<file path="config.mk">
export PLATFORM = sky130hd
export DESIGN_NAME = ap_accum
export DESIGN_NICKNAME = d
export VERILOG_FILES = /design/src/rtl/ap_accum.sv
export SDC_FILE = /design/constraint.sdc
export NUM_CORES = 1
export LEC_CHECK = 0
export ABC_AREA = 0
export CORE_MARGIN = 2
export CORE_UTILIZATION = 41
export DETAILED_ROUTE_END_ITERATION = 8
export SYNTH_ARGS = -nofsm -noshare
export SYNTH_HDL_FRONTEND = slang
export SYNTH_SLANG_ARGS = --single-unit
</file>
<file path="constraint.sdc">
create_clock -name clk -period 4.9 [get_ports clk]
set_input_delay 0.98 -clock clk [delete_from_list [all_inputs] [get_ports clk]]
set_output_delay 0.98 -clock clk [all_outputs]
set_load 0.005 [all_outputs]
</file>
<file path="src/rtl/ap_accum.sv">
// ap_accum: accumulates N signed terms per vector with per-step saturation and a sticky clamp flag.
module ap_accum #(
  parameter int WIDTH = 16,
  parameter int N     = 8
) (
  input  logic                    clk,
  input  logic                    rst_n,
  input  logic                    in_valid,
  output logic                    in_ready,
  input  logic signed [WIDTH-1:0] in_data,
  output logic                    out_valid,
  input  logic                    out_ready,
  output logic signed [WIDTH-1:0] out_data,
  output logic                    out_sat
);
  localparam int CW = $clog2(N + 1);
  localparam logic signed [WIDTH-1:0] MAX = {1'b0, {(WIDTH-1){1'b1}}};
  localparam logic signed [WIDTH-1:0] MIN = {1'b1, {(WIDTH-1){1'b0}}};
  typedef enum logic {ACC, HOLD} state_t;
  state_t                  state;
  logic signed [WIDTH-1:0] acc, raw, sum;
  logic [CW-1:0]           cnt;
  logic                    sticky, pos_ov, neg_ov, clamp;
  always_comb begin
    raw    = acc + in_data;
    pos_ov = !acc[WIDTH-1] && !in_data[WIDTH-1] && raw[WIDTH-1];
    neg_ov = acc[WIDTH-1] && in_data[WIDTH-1] && !raw[WIDTH-1];
    clamp  = pos_ov || neg_ov;
    sum    = pos_ov ? MAX : neg_ov ? MIN : raw;
  end
  // in_ready is registered so it stays low until the first edge after reset release
  always_ff @(posedge clk or negedge rst_n) begin
    if (!rst_n) begin
      state     <= ACC;
      acc       <= '0;
      cnt       <= '0;
      sticky    <= 1'b0;
      out_data  <= '0;
      out_sat   <= 1'b0;
      out_valid <= 1'b0;
      in_ready  <= 1'b0;
    end else if (state == ACC) begin
      in_ready <= 1'b1;
      if (in_valid && in_ready) begin
        if (cnt == CW'(N - 1)) begin
          out_data  <= sum;
          out_sat   <= sticky || clamp;
          out_valid <= 1'b1;
          in_ready  <= 1'b0;
          state     <= HOLD;
          acc       <= '0;
          cnt       <= '0;
          sticky    <= 1'b0;
        end else begin
          acc    <= sum;
          cnt    <= cnt + CW'(1);
          sticky <= sticky || clamp;
        end
      end
    end else if (out_ready) begin
      state     <= ACC;
      out_valid <= 1'b0;
      in_ready  <= 1'b1;
    end
  end
endmodule

</file>
==> summary.txt, run 1 <==
Setup path
  – Crit. path cell count: 9
  – Reg2Reg Depth: 8
  – Critical path class: in2reg
  – Flop2flop setup slack: 2030 ps
  – Data required, critical path: 5120 ps
  – Worst Setup EP: acc[1]$_DFFE_PN0P_
  – Crit. Startpoint: in_data[1]
  – Critical Path Fanout Max: 11
  – Worst path top cell family by delay: compound AO/OA/AOI/OAI gates
  – Critical-path cell list: clkdlybuf4s50_1, ha_1, a211oi_1, o211ai_2, a31oi_2, o21bai_4, xor2_1, o21ai_0, o221ai_1
  – Critical Path Start Type: input port
  – WP data arrival: 3830 ps
  – Worst path slowest cell: xor2_1
  – Buf+Inv Stages, Crit Path: 1
  – FF-to-FF Start: acc[1]$_DFFE_PN0P_
  – Worst setup EP type: flop
  – Reg-to-Reg End: acc[1]$_DFFE_PN0P_
  – Worst path max stage delay: 700 ps

CTS
  – Post-CTS Setup Bufs: 0
  – CTS root buffer: clkbuf_8
  – CTS H-tree lvls: 2
  – CTS tree: yes
  – Worst skew pair latency: 300 ps
  – Clock slew at reported path FFs: 80 ps
  – PostCTS Resize Cnt: 0
  – Clock tree sinks: between 40 and 50
  – CTS Hold Buffers Added: 0
  – Clock Path Buffers: 2
  – Cts bufs inserted: 5

Routing
  – TritonRoute pass-1 iters: 4
  – Vias: 2188
  – Number of vias per cell: 5.64
  – Post-DRT Antenna Nets: 0
  – WL final: 6300 um
  – Initial DRC Count: 114
  – Wire length per cell: 16.2 um
  – Post-route DRC: 0

Power
  – Leak: 0.00133 uW
  – Peak supply drop: 0.279 mV
  – Pwr per Cell Area: 729 nW/um2

STA
  – RSZ-0062 raised after global routing: false
  – Endpoints failing hold: 0
  – Final setup TNS: 0 ps
  – Slew HR: 36.4%
  – Worst setup margin: around 1300 ps
  – Endpoints failing setup: 0
  – Setup Skew: 6.78 ps
  – Max Slew Vio Count: 0
  – Final cycle utilization of the critical path: about 74%
  – Worst Tran Pin Value: 951 ps
  – Max Freq: 277 MHz
  – Final Critical Period: 3610 ps

Place
  – PortBufs: 38
  – Dpl cell area: about 3000 um2
  – Placement Setup Slack: 992 ps
  – Routability cong.: 0.854
  – Final HPWL DP: 4470 um

Synth
  – Number of library cell types mapped by synthesis: 50
  – Post-Synthesis Cells: 276
  – Main flop type after synthesis: dfrtp_1
  – Number of synthesized flops with an enable pin: 0
  – Area share of the largest cell type after synthesis: 40.7%
  – Ys Warns: 0
  – Avg Inst Size Synth: about 9.1 um2
  – Netlist Area Pre-Place: 2520 um2
  – Sequential-to-total area share from yosys stat: slightly above 40%
  – Post-synthesis register bit count: 41
  – Mapped Nets: about 320
  – Post-synth top area cell: dfrtp_1
  – Synth top cells by count: 41 x dfrtp_1, 41 x nand2_1, 28 x o21ai_0
  – Dominant cells by area after synthesis: dfrtp_1 41%, ha_1 8.9%, nand2_1 6.1%, o21ai_0 5.6%, a21oi_1 4.0%
  – Ys async rst share: 100%

Die
  – Core Rows: 28
  – DIE WIDTH: 82.4 um
  – Die height: 82.4 um
  – I/O pin count: 39
  – Core ar.: 5920 um2
  – Initial Utilization: 42.6%
  – Die ar.: 6790 um2

GRT
  – Global route overflow: 0
  – Largest net degree at the start of global routing: 42
  – All-Layer GR Usage: 20.5%
  – Global-route wire length before repair: 10400 um
  – Initial antenna violation count: 0
  – Vias in the first global route: 2058

Min path
  – Hold path startpoint: out_data[12]$_DFFE_PN0P_
  – Hold WC Path Type: reg2reg

Cells and area
  – Share of cells above drive strength 1: approximately 6.7%
  – Design area: 3080 um2
  – Area grow syn2layout: 22.0%
  – Total Nets Final: 351
  – Fill cell count: 557
  – Ant diodes: 0

Flow run
  – Max Cap Viol: 0

Status
  – Status: completed
layer usage:
metal	vias to the layer above	GRT usage (%)	routed length [um]
met5	-	0	0
met4	0	7.17	109
met3	9	3.70	237
met2	52	32.0	2940
met1	1058	28.6	3020
li1	1069	-	-
worst min-delay path by stage:
stage | endpoint | cells past startpoint
5_1_grt | out_data[9]$_DFFE_PN0P_ | 1
3_5_place_dp | out_valid$_DFFE_PN0P_ | 2
4_1_cts | out_valid$_DFFE_PN0P_ | 2
2_1_floorplan | acc[12]$_DFFE_PN0P_ | 2
6_report | out_data[12]$_DFFE_PN0P_ | 2
3_3_place_gp | out_valid$_DFFE_PN0P_ | 2
cells in the final DEF (no fill, tap or decap), drive strengths merged, types with 4 or more instances in the layout:
master          n
a21oi          21
a22o            4
a32oi           5
clkbuf          6
clkdlybuf4s50  37
dfrtp          41
ha             18
inv            10
mux2            4
nand2          42
nand3           4
nor2           22
o21ai          30
o2bb2ai         4
xnor2          10
xor2            4
state kept, by name (all words and copies together) (netlist names):
name,cells
acc,16
cnt,4
in_ready,1
out_data,16
out_sat,1
out_valid,1
state,1
sticky,1
worst register-to-register path: cells and delay by family (launching register included):
kind            cells  cell delay [ps]
compound gates      6             1390
xor+xnor            1              700
fa+ha+maj           1              290
flops               1              390
logic make-up after synthesis:
family / after synthesis / synth area share (%)
multiplexers: 6 / 2.58
flip-flops: 41 / 40.7
buffers and inverters: 20 / 3.13
XOR/XNOR: 14 / 5.16
AND/OR/NAND/NOR: 86 / 15.0
AO/OA/AOI/OAI: 90 / 23.7
adder cells (fa/ha/maj): 19 / 9.73
layout make-up:
| cell class | instances | area (um2) | share of cell area, % |
|---|---|---|---|
| Clock buffer | 6 | 82.6 | 2.68 |
| Clock inverter | 2 | 37.5 | 1.22 |
| Inverter | 10 | 37.5 | 1.22 |
| Multi-Input combinational cell | 215 | 1420 | 46.0 |
| Sequential cell | 41 | 1030 | 33.3 |
| Tap cell | 75 | 93.8 | 3.05 |
| Timing Repair Buffer | 39 | 383 | 12.4 |
per-stage QoR:
step           hold WS (ps)  std cells  utilization (%)  power [uW]
2_1_floorplan           454        276                -        1540
3_3_place_gp            462        380             49.9        1940
3_5_place_dp            470        380             49.9        1950
4_1_cts                 493        388             52.0        2250
5_1_grt                 527        388             52.0        2450
6_report                487        388             52.0        2240
where the power goes:
part | switching [uW] | internal (uW)
combinational | 744 | 604
clock | 125 | 166
sequential | 99.6 | 503
Power figures use the tool's default switching activity.
==> run 2: changes to the inputs <==
Clock period 4.9 ns to 3.6 ns, I/O delays scaled along.
==> run 2 against run 1 <==
Power is 38% higher. Sequential cell count did not move. Clock skew decreased by 3.0 ps. Final area rose by 0.69%. Cell count grew 1.0%. Sequential power is 35% higher. Non-clock buffer count grew 5. Core utilization increased by 0.36 points. Clock power rose by 26%. Worst hold slack better by 4.3 ps. Critical path type unchanged. Largest cell class unchanged.
==> summary.txt, run 2 (synthesized netlist as in run 1, its figures left out) <==
Status
  – Status: completed

Place
  – Placement Setup Slack: 188 ps (-804 ps)
  – Routability cong.: 0.863 (+0.98%)
  – PortBufs: 38 (unchanged)
  – Dpl cell area: 2990 um2 (+1.3%)
  – Final HPWL DP: 4650 um (+4.1%)

Cells and area
  – Share of cells above drive strength 1: 7.89% (+1.2 points)
  – Area grow syn2layout: 22.9%
  – Most frequent cells in the layout: 41 x nand2_1, 41 x dfrtp_1, 37 x clkdlybuf4s50_1
  – Total Nets Final: 356 (+1.4%)
  – Ant diodes: 0 (unchanged)
  – Fill cell count: 563 (+1.1%)
  – Design area: 3100 um2 (+0.69%)
  – Largest registers: acc: 16 flops, out_data: 16 flops, cnt: 4 flops

STA
  – Setup Skew: 3.79 ps (-2.99 ps)
  – RSZ-0062 raised after global routing: false
  – Final setup TNS: 0 ps (unchanged)
  – Max Freq: between 300 and 400 MHz
  – Worst setup margin: 464 ps (-824 ps)
  – Slew HR: 37.2% (+0.76 points)
  – Endpoints failing setup: 0 (unchanged)
  – Final cycle utilization of the critical path: 87.1%
  – Final Critical Period: approximately 3100 ps
  – Endpoints failing hold: 0 (unchanged)
  – Worst Tran Pin Value: 943 ps (-7.96 ps)
  – Max Slew Vio Count: 0 (unchanged)

Die
  – Core ar.: 5920 um2 (unchanged)
  – I/O pin count: 39 (unchanged)
  – DIE WIDTH: 82.4 um (unchanged)
  – Die ar.: 6790 um2 (unchanged)
  – Die height: 82.4 um (unchanged)
  – Initial Utilization: 42.6% (unchanged)
  – Core Rows: 28 (unchanged)

GRT
  – Initial antenna violation count: 0 (unchanged)
  – Largest net degree at the start of global routing: 42 (unchanged)
  – All-Layer GR Usage: 21.4% (+0.92 points)
  – Vias in the first global route: 2159 (+4.9%)
  – Global route overflow: 0 (unchanged)
  – Global-route wire length before repair: 10800 um (+4.1%)

CTS
  – Post-CTS Setup Bufs: 0 (unchanged)
  – Clock Path Buffers: 2 (unchanged)
  – Clock tree sinks: 41 (unchanged)
  – CTS tree: yes
  – CTS root buffer: clkbuf_8
  – Cts bufs inserted: 5 (unchanged)
  – CTS Hold Buffers Added: 0 (unchanged)
  – CTS H-tree lvls: 2 (unchanged)
  – Clock slew at reported path FFs: 80 ps (about the same)
  – PostCTS Resize Cnt: 0 (unchanged)
  – Worst skew pair latency: 300 ps (about the same)

Routing
  – Initial DRC Count: 99 (-13%)
  – WL final: 6440 um (+2.2%)
  – Wire length per cell: 16.4 um (+1.2%)
  – Post-DRT Antenna Nets: 0 (unchanged)
  – Post-route DRC: 0 (unchanged)
  – Vias: 2190 (+0.091%)
  – TritonRoute pass-1 iters: 4 (unchanged)
  – Number of vias per cell: 5.59 (-0.93%)

Setup path
  – Critical Path Fanout Max: 5 (-6)
  – FF-to-FF Start: acc[0]$_DFFE_PN0P_
  – Critical Path Start Type: input port
  – Worst setup EP type: flop
  – Flop2flop setup slack: 990 ps (-1040 ps)
  – Critical path class: in2reg
  – Data required, critical path: 3750 ps (-1370 ps)
  – Reg-to-Reg End: out_data[14]$_DFFE_PN0P_
  – Reg2Reg Depth: 10 (+2)
  – WP data arrival: 3290 ps (-540 ps)

Flow run
  – Max Cap Viol: 0 (unchanged)

Min path
  – Hold EP: out_valid$_DFFE_PN0P_
  – Hold WC Path Type: reg2reg
  – Worst hold stages: 2 (unchanged)
  – Hold path startpoint: out_valid$_DFFE_PN0P_

Power
  – Peak supply drop: 0.431 mV (+54%)
  – Pwr per Cell Area: 1000 nW/um2 (+37%)
  – Leak: 0.00135 uW (+1.6%)
[run 2: cell types whose count changed in the layout (fill, tap and decap cells not counted)]
| cell | before | now |
|---|---|---|
| clkinv_2 | 0 | 1 |
| clkinvlp_4 | 1 | 0 |
| buf_4 | 1 | 6 |
| clkbuf_8 | 6 | 5 |
[run 2: worst max path at each step]
stage               start                        to  slack, ps  cells past startpoint
6_report       in_data[0]  out_data[14]$_DFFE_PN0P_        460                     11
5_1_grt        in_data[0]  out_data[14]$_DFFE_PN0P_        270                     11
4_1_cts        in_data[0]  out_data[14]$_DFFE_PN0P_        490                     11
3_5_place_dp   in_data[0]  out_data[14]$_DFFE_PN0P_        190                     11
3_3_place_gp   in_data[0]       acc[14]$_DFFE_PN0P_        160                     11
2_1_floorplan  in_data[0]  out_data[12]$_DFFE_PN0P_        970                     10
[run 2: area by class of cell]
cell class | count | area [um2] | share of cell area, %
multi-input combinational | 215 | 1420 | 45.7
clock inverter | 2 | 35.0 | 1.13
inverter | 10 | 37.5 | 1.21
clock buffer | 5 | 68.8 | 2.22
tap | 75 | 93.8 | 3.03
sequential | 41 | 1030 | 33.1
timing repair buffer | 44 | 420 | 13.6
[run 2: where the power goes]
group,switching (uW),total (uW),internal (uW)
Clock,166,368,202
Combinational,1030,1920,885
Sequential,131,815,685
[run 2: per-stage QoR]
stage / instances / util, % / hold WS, ps / total power [uW]
after floorplan: 276 / - / 424 / 2090
after global placement: 385 / 50.6 / 461 / 2730
after detailed placement: 385 / 50.6 / 472 / 2740
after CTS: 392 / 52.3 / 492 / 3110
after global routing: 392 / 52.3 / 502 / 3390
final: 392 / 52.3 / 491 / 3100
[run 2: per-layer routing]
metal	track usage [%]	share of wire [%]
met1	29.3	48
met2	34.9	47
met3	3.80	4.2
met4	5.67	1.2
met5	0	0
[run 2: worst max-delay path, stage by stage]
cell	delay (ps)
clkdlybuf4s50_1	460
ha_1	180
inv_1	60
fa_1	400
nor2b_1	170
o2111ai_1	180
a21oi_2	350
o221ai_1	200
a21o_1	180
a32oi_1	260
o21ai_0	120
==> run 3: changes to the inputs <==
Settings changed: GPL_ROUTABILITY_DRIVEN set to 0.
==> results of run 3 <==
Same layout as run 2: the final DEF is identical, and so are final timing and power.
